==> src/rtl/spi_rgbw_frame_decoder.sv <==
`default_nettype none
// ============================================================================
//  Module   : spi_rgbw_frame_decoder
//  Brief    : Parses header+payload command frames from the SPI byte receiver
//             and commits complete frames atomically into the RGBW/intensity
//             registers that feed the PWM stage. Malformed frames (bad header,
//             chip-select abort, inter-byte timeout) are dropped and counted.
//  Revision : 1.0 - initial release
// ============================================================================
module spi_rgbw_frame_decoder #(
  parameter int         TIMEOUT_CYCLES = 65535,
  parameter logic [7:0] INTENSITY_RST  = 8'hFF,
  parameter logic [3:0] SYNC_NIBBLE    = 4'hA
) (
  input  logic       clk,
  input  logic       reset,
  input  logic       cs,
  input  logic       rdy,
  input  logic [7:0] data,
  output logic [7:0] red,
  output logic [7:0] green,
  output logic [7:0] blue,
  output logic [7:0] white,
  output logic [7:0] intensity,
  output logic       update,
  output logic       frame_err,
  output logic [7:0] err_count,
  output logic       busy
);

  // Timer compare value, one bit wider than the timer so timer+1 never wraps.
  localparam logic [16:0] c_timeout = 17'(TIMEOUT_CYCLES);

  typedef enum logic [1:0] {
    ST_IDLE    = 2'd0,
    ST_PAYLOAD = 2'd1,
    ST_COMMIT  = 2'd2,
    ST_ABORT   = 2'd3
  } state_t;

  state_t      r_state;
  state_t      w_state_next;

  logic        r_rdy_q;
  logic        w_byte_ev;
  logic [3:0]  r_op;
  logic [2:0]  r_idx;
  logic [15:0] r_timer;
  logic [7:0]  r_shadow [0:4];
  logic        r_hdr_err;

  logic [2:0]  w_hdr_len;
  logic [2:0]  w_op_len;
  logic        w_hdr_ok;
  logic        w_last;
  logic        w_timer_hit;
  logic        w_load_hdr;
  logic        w_hdr_bad;
  logic        w_store;
  logic        w_timer_tick;

  // Payload length for an opcode; zero marks an invalid opcode.
  function automatic logic [2:0] payload_len(input logic [3:0] op);
    case (op)
      4'd1:                     payload_len = 3'd4;
      4'd2, 4'd3, 4'd4, 4'd5,
      4'd6:                     payload_len = 3'd1;
      4'd7:                     payload_len = 3'd5;
      default:                  payload_len = 3'd0;
    endcase
  endfunction

  assign w_byte_ev   = rdy & ~r_rdy_q;
  assign w_hdr_len   = payload_len(data[3:0]);
  assign w_op_len    = payload_len(r_op);
  assign w_hdr_ok    = (data[7:4] == SYNC_NIBBLE) && (w_hdr_len != 3'd0);
  assign w_last      = (r_idx == (w_op_len - 3'd1));
  assign w_timer_hit = (({1'b0, r_timer} + 17'd1) == c_timeout);

  // Edge detector on rdy so a level held for several cycles yields one byte.
  always_ff @(posedge clk or negedge reset) begin
    if (!reset) r_rdy_q <= 1'b0;
    else        r_rdy_q <= rdy;
  end

  // FSM state register.
  always_ff @(posedge clk or negedge reset) begin
    if (!reset) r_state <= ST_IDLE;
    else        r_state <= w_state_next;
  end

  // Next-state logic, datapath strobes and status outputs.
  always_comb begin
    w_state_next = r_state;
    w_load_hdr   = 1'b0;
    w_hdr_bad    = 1'b0;
    w_store      = 1'b0;
    w_timer_tick = 1'b0;
    update       = 1'b0;
    frame_err    = r_hdr_err;
    busy         = 1'b1;
    case (r_state)
      ST_IDLE: begin
        busy = 1'b0;
        // Bytes seen while the bus is deselected are ignored in IDLE.
        if (w_byte_ev && !cs) begin
          if (w_hdr_ok) begin
            w_load_hdr   = 1'b1;
            w_state_next = ST_PAYLOAD;
          end else begin
            w_hdr_bad = 1'b1;
          end
        end
      end
      ST_PAYLOAD: begin
        // Deselect takes priority over a byte arriving in the same cycle.
        if (cs) begin
          w_state_next = ST_ABORT;
        end else if (w_byte_ev) begin
          w_store = 1'b1;
          if (w_last) w_state_next = ST_COMMIT;
        end else if (w_timer_hit) begin
          w_state_next = ST_ABORT;
        end else begin
          w_timer_tick = 1'b1;
        end
      end
      ST_COMMIT: begin
        update       = 1'b1;
        w_state_next = ST_IDLE;
      end
      ST_ABORT: begin
        frame_err    = 1'b1;
        w_state_next = ST_IDLE;
      end
      default: begin
        w_state_next = ST_IDLE;
      end
    endcase
  end

  // Opcode latch, payload index and inter-byte timer.
  always_ff @(posedge clk or negedge reset) begin
    if (!reset) begin
      r_op    <= 4'd0;
      r_idx   <= 3'd0;
      r_timer <= 16'd0;
    end else if (w_load_hdr) begin
      r_op    <= data[3:0];
      r_idx   <= 3'd0;
      r_timer <= 16'd0;
    end else if (w_store) begin
      r_idx   <= r_idx + 3'd1;
      r_timer <= 16'd0;
    end else if (w_timer_tick) begin
      r_timer <= r_timer + 16'd1;
    end
  end

  // Shadow bytes collect the payload; an aborted frame wipes them.
  always_ff @(posedge clk or negedge reset) begin
    if (!reset) begin
      for (int i = 0; i < 5; i++) r_shadow[i] <= 8'd0;
    end else if (w_store) begin
      for (int i = 0; i < 5; i++)
        if (r_idx == 3'(i)) r_shadow[i] <= data;
    end else if (r_state == ST_ABORT) begin
      for (int i = 0; i < 5; i++) r_shadow[i] <= 8'd0;
    end
  end

  // Discarded-frame bookkeeping: header error pulse and saturating counter.
  always_ff @(posedge clk or negedge reset) begin
    if (!reset) begin
      r_hdr_err <= 1'b0;
      err_count <= 8'd0;
    end else begin
      r_hdr_err <= w_hdr_bad;
      if ((w_hdr_bad || (r_state == ST_ABORT)) && (err_count != 8'hFF))
        err_count <= err_count + 8'd1;
    end
  end

  // Atomic commit of the channels addressed by the opcode.
  always_ff @(posedge clk or negedge reset) begin
    if (!reset) begin
      red       <= 8'd0;
      green     <= 8'd0;
      blue      <= 8'd0;
      white     <= 8'd0;
      intensity <= INTENSITY_RST;
    end else if (r_state == ST_COMMIT) begin
      case (r_op)
        4'd1: begin
          red   <= r_shadow[0];
          green <= r_shadow[1];
          blue  <= r_shadow[2];
          white <= r_shadow[3];
        end
        4'd2: red       <= r_shadow[0];
        4'd3: green     <= r_shadow[0];
        4'd4: blue      <= r_shadow[0];
        4'd5: white     <= r_shadow[0];
        4'd6: intensity <= r_shadow[0];
        4'd7: begin
          red       <= r_shadow[0];
          green     <= r_shadow[1];
          blue      <= r_shadow[2];
          white     <= r_shadow[3];
          intensity <= r_shadow[4];
        end
        default: begin
        end
      endcase
    end
  end

endmodule
`default_nettype wire

==> config.mk <==
export PLATFORM = sky130hd
export DESIGN_NAME = spi_rgbw_frame_decoder
export DESIGN_NICKNAME = d
export VERILOG_FILES = /design/src/rtl/spi_rgbw_frame_decoder.sv
export SDC_FILE = /design/constraint.sdc
export NUM_CORES = 1
export LEC_CHECK = 0
export ABC_AREA = 1
export CAP_MARGIN = 0
export CORE_MARGIN = 3
export CORE_UTILIZATION = 51
export DETAILED_ROUTE_END_ITERATION = 6
export PLACE_DENSITY = 0.73
export SETUP_SLACK_MARGIN = 0.3
export SLEW_MARGIN = 10
export SYNTH_ARGS = -nofsm -noshare
export SYNTH_HDL_FRONTEND = slang
export SYNTH_SLANG_ARGS = --single-unit
==> constraint.sdc <==
create_clock -name clk -period 2.75 [get_ports clk]
set_input_delay 0.4125 -clock clk [delete_from_list [all_inputs] [get_ports clk]]
set_output_delay 0.4125 -clock clk [all_outputs]
set_load 0.1 [all_outputs]
After elaboration in Yosys (flattened, before gate mapping)
Cells that the tools add are included.
{"block": "totals", "ff_bits": 115, "input_bits": 12, "out_inout_bits": 51, "elab_cells": 130}
{"block": "classes", "n_addsub": 5, "eq_ne": 34, "muxes": 41, "bitwise_logic": 2, "reduce_logical": 31}
{"operator": "40-bit two-way mux", "n": 2}
{"operator": "8-bit case mux with 2 select lines", "n": 4}
{"operator": "16-bit two-way mux", "n": 3}
{"operator": "8-bit two-way mux", "n": 5}
{"operator": "4-bit by 3-bit equality test with 1-bit output, second input constant", "n": 8}
{"operator": "2-bit AND reduction", "n": 10}
{"operator": "3-bit case mux with 3 select lines", "n": 2}
{"operator": "16-bit by 1-bit adder with 17-bit output, second input constant", "n": 1}
{"operator": "17-bit by 16-bit equality test with 1-bit output, second input constant", "n": 1}
{"operator": "16-bit by 1-bit adder with 16-bit output, second input constant", "n": 1}
{"operator": "4-bit by 2-bit equality test with 1-bit output, second input constant", "n": 4}
{"operator": "1-bit two-way mux", "n": 16}
{"operator": "2-bit two-way mux", "n": 6}
{"operator": "2-bit nonzero test", "n": 6}
{"operator": "2-bit by 1-bit != test with 1-bit output, second input constant", "n": 5}
{"operator": "5-bit OR reduction", "n": 2}
{"operator": "8-bit by 1-bit adder with 8-bit output, second input constant", "n": 1}
{"operator": "4-bit by 1-bit equality test with 1-bit output, second input constant", "n": 2}
{"operator": "4-bit != test, second input constant", "n": 2}
{"operator": "8-bit != test, second input constant", "n": 1}
{"operator": "3-bit by 2-bit equality test with 1-bit output, second input constant", "n": 2}
{"operator": "3-bit two-way mux", "n": 2}
{"operator": "2-bit case mux with 3 select lines", "n": 1}
{"operator": "3-bit nonzero test", "n": 2}
{"operator": "other kinds (19)", "n": 24}

Depth between registers and ports, before layout
{"block": "logic_depth", "depth_word": 10, "ltp_mapped": 14, "depth_no_buf": 13}

Least setup slack after synthesis
No wires, ideal clock.
{"block": "synth_path", "path_type": "reg-to-reg", "startpoint": "register r_state[0]", "endpoint": "register green[0]", "setup_time_ps": 126, "arrival_ps": 2313, "t_required_ps": 2624, "slack_ps": 311, "path_stages_with_launch": 4, "path_buffers": 0, "period_less_slack_ps": 2439, "cell_sequence": "dfrtp_1 > nor2_2 > o2111ai_1 > mux2_2"}
{"block": "synth_via", "elab_chain_cells": 2}
{"element": "from (decl)", "line_no": "41", "source": "state_t r_state;"}
{"element": "from (signal assigned)", "line_no": "89", "source": "else r_state <= w_state_next;"}
{"element": "2-bit equality test", "line_no": "192", "source": "end else if (r_state == ST_COMMIT) begin"}
{"element": "2-bit AND reduction (no line)"}
{"element": "to (signal assigned)", "line_no": "196", "source": "green <= r_shadow[1];"}
{"element": "to (signal assigned)", "line_no": "201", "source": "4'd3: green <= r_shadow[0];"}
{"element": "to (signal assigned)", "line_no": "207", "source": "green <= r_shadow[1];"}
{"element": "to (decl)", "line_no": "21", "source": "output logic [7:0] green,"}
No other way between the ends.
A chain may end at the register's enable or synchronous reset.

Worst setup path in the final report
{"block": "layout_path", "startpoint": "register r_timer[1]", "endpoint": "register r_state[0]"}
{"block": "layout_via", "elab_chain_cells": 4}
{"element": "from (decl)", "line_no": "48", "source": "logic [15:0] r_timer;"}
{"element": "from (signal assigned)", "line_no": "156", "source": "r_timer <= r_timer + 16'd1;"}
{"element": "16-bit by 1-bit adder with 17-bit output", "line_no": "78", "source": "assign w_timer_hit = (({1'b0, r_timer} + 17'd1) == c_timeout);"}
{"element": "17-bit by 16-bit equality test with 1-bit output", "line_no": "78"}
{"element": "4-bit != test (no line)"}
{"element": "4-bit AND reduction (no line)"}
No other way between the ends.

==> qor.csv <==
metric,value,unit
p_leak,3.217,nW
drtIter0Drc,263,
setup_slack,542.0,ps
stdcell_count,872,
ys_ff_latch,115,
grt-ovfl-total,0,
setup_violations,0,
post_dp_cell_area,6217,um2
critPathMaxFanout,18,
wirelength,13590,um
first_pass_iters,5,
htreeDepth,4,
period_share,0.8029,
slew_headroom,0.2143,
place.gp.congestion,0.8627,
drc,0,
synth_top_area_share,0.4822,
p_per_area,1106,nW/um2
m1WireLength,5839,um
outcome,"complete, no violations",
worst_pin_slew,1177,ps
hold_viol_final,0,
final_antenna_net_count,0,
antenna_cells,0,
end_kind,register,
synth_area,5553,um2
synthCells,650,
synthTopCellsByCount,"nand2_1, dfrtp_1, inv_1",
arrival,2590,ps
yosys_warnings,0,
area_growth,23.82,%
maxCapViolations,0,
grt_pass1_vias,4597,
r2r_cells,12,
clock_sinks,115,
core,10460,um2
die_height,110.3,um
synthArstFlopShare,1.000,
drv_slew,0,
path_common_cell,nand2_1,
fmaxAchievable,452.9,MHz
cts_setup_buffers,0,
hold_path.class,in -> async,
final_nets,743,
numPortBuffers,62,
start_kind,register,
ios,63,
dieArea,12180,um2
final_cell_area,6875,um2
slowest_delay,420,ps
yosysMostFrequentCell,nand2_1,
cts_buffers,17,
nFillCells,860,
rsz0062_at_grt,no,
tritoncts,built,
regToRegSetupSlack,540,ps
synth_edf_count,0,
wl_per_cell,15.59,um
die_w,110.3,um
synth_ff_type,dfrtp_1,
antenna_found_initial,0,
setup-tns-final,0,ps
ys_top_cells_by_area,"dfrtp_1, nand2_1, nand3_1",
vias_per_cell,5.557,
dp.cells,839,
top_layer_used,met4,
layout-drive-gt1-share,0.1875,
fin_util,0.6571,
ir_drop,0.8585,mV
ys_seq_area_frac,0.5201,
multiInputGateArea,2297,um2
routed-via-count,4846,
criticalPathCategory,reg -> reg,
clock_latency,530,ps
avgSynthCellArea,8.543,um2
grt_usage,0.2418,
grt_pass1_wl,22560,um
dpl.hpwl,9486,um
root_buffer,clkbuf_8,
dp_slack,327.3,ps
synth_nets,670,
cts_buffer_depth,2,
r2r-start,r_timer[1],
grt_max_degree,66,
path_cells,ha_1 > nand2_2 > nor2_4 > nand2_1 > nand2_1 > nand2_1 > nor2_1 > nand2_1 > nor2_2 > nand2_4 > nand2_4 > o211ai_1,
r2r-end,r_state[0],
wl_met2,6625,um
rows,37,
fin_skew,12.22,ps
start_util,0.5307,
routed-wl-met3,802,um
yosys.area.top_type,dfrtp_1,
finalCriticalPeriod,2208,ps
ff_latch_area,2888,um2
clkTransAtPathRegs,60,ps
synth.distinct_cells,36,
slowest_stage,dfrtp_1,
critPathRequiredTime,3140,ps
cell type report:
class | instances | area share
Clock buffer | 22 | 0.06733
Clock inverter | 10 | 0.02621
Inverter | 73 | 0.03985
Multi-Input combinational cell | 441 | 0.3341
Sequential cell | 115 | 0.4200
Tap cell | 136 | 0.02475
Timing Repair Buffer | 75 | 0.08772
timing repair:
item                       4_1_cts  5_1_grt
hold endpoints to repair        10        0
hold buffers                     1        0
setup endpoints to repair        0        4
gates resized for setup          0        1
how the worst max path moves through the flow:
stage / startpoint / end / slack, ps / cells past startpoint
floorplan: r_state[0] / green[0] / 310 / 3
global placement: data[0] / r_timer[4] / 360 / 10
detailed placement: data[1] / r_idx[1] / 330 / 10
CTS: r_op[3] / green[1] / 490 / 7
global route: r_op[1] / green[3] / 320 / 7
finish: r_timer[1] / r_state[0] / 540 / 12
sequential cells by signal (all words and copies together), names as in the netlist:
name,cells
r_shadow,40
r_timer,16
blue,8
err_count,8
green,8
intensity,8
red,8
white,8
r_op,4
r_idx,3
r_state,2
r_hdr_err,1
r_rdy_q,1
cells in the final DEF (no fill, tap or decap), drive strengths merged, types with 12 or more instances in the layout:
master and count:
nand2 149, dfrtp 107, inv 71, nor2 69, nand3 68, buf 64, o21ai 46, nand4 25
a31oi 24, clkbuf 22, o22ai 14, a21oi 12
where the power goes:
part | total [mW] | switching [mW] | internal (mW) | leakage (nW)
Combinational | 2.82 | 2.19 | 0.633 | 1.38
Sequential | 2.38 | 0.292 | 2.09 | 1.52
Clock | 2.40 | 0.768 | 1.63 | 0.311
Total | 7.60 | 3.25 | 4.36 | 3.22
stage by stage:
step	hold slack, ps	power, mW
final	268.6	7.602
after global routing	268.5	7.951
after CTS	252.5	7.629
after detailed placement	260.4	5.224
after global placement	261.1	5.165
after floorplan	116.9	4.522
critical path, delay by kind of cell (launching register included):
family                     cells  cell delay (ps)
AOI/OAI and AO/OA              1              150
adders and majority gates      1              230
DFF                            1              420
and+or+nand+nor               10             1290
routing by layer:
layer  GRT usage  up-vias
li1            -     2331
met1      0.3135     2339
met2      0.3986      150
met3     0.05242       26
met4     0.09235        0
met5           0        -
logic make-up (layout without fill, tap and decap cells):
kind of cell,Yosys count,after routing,share of synthesized area
multiplexers,6,6,0.01217
buffers and inverters,94,180,0.06715
adder cells (fa/ha/maj),8,8,0.01803
AO/OA/AOI/OAI,102,102,0.1041
flip-flops,115,115,0.5201
XOR/XNOR,7,7,0.01104
AND/OR/NAND/NOR,318,318,0.2675
No activity file was read; power rests on OpenSTA's default activity.
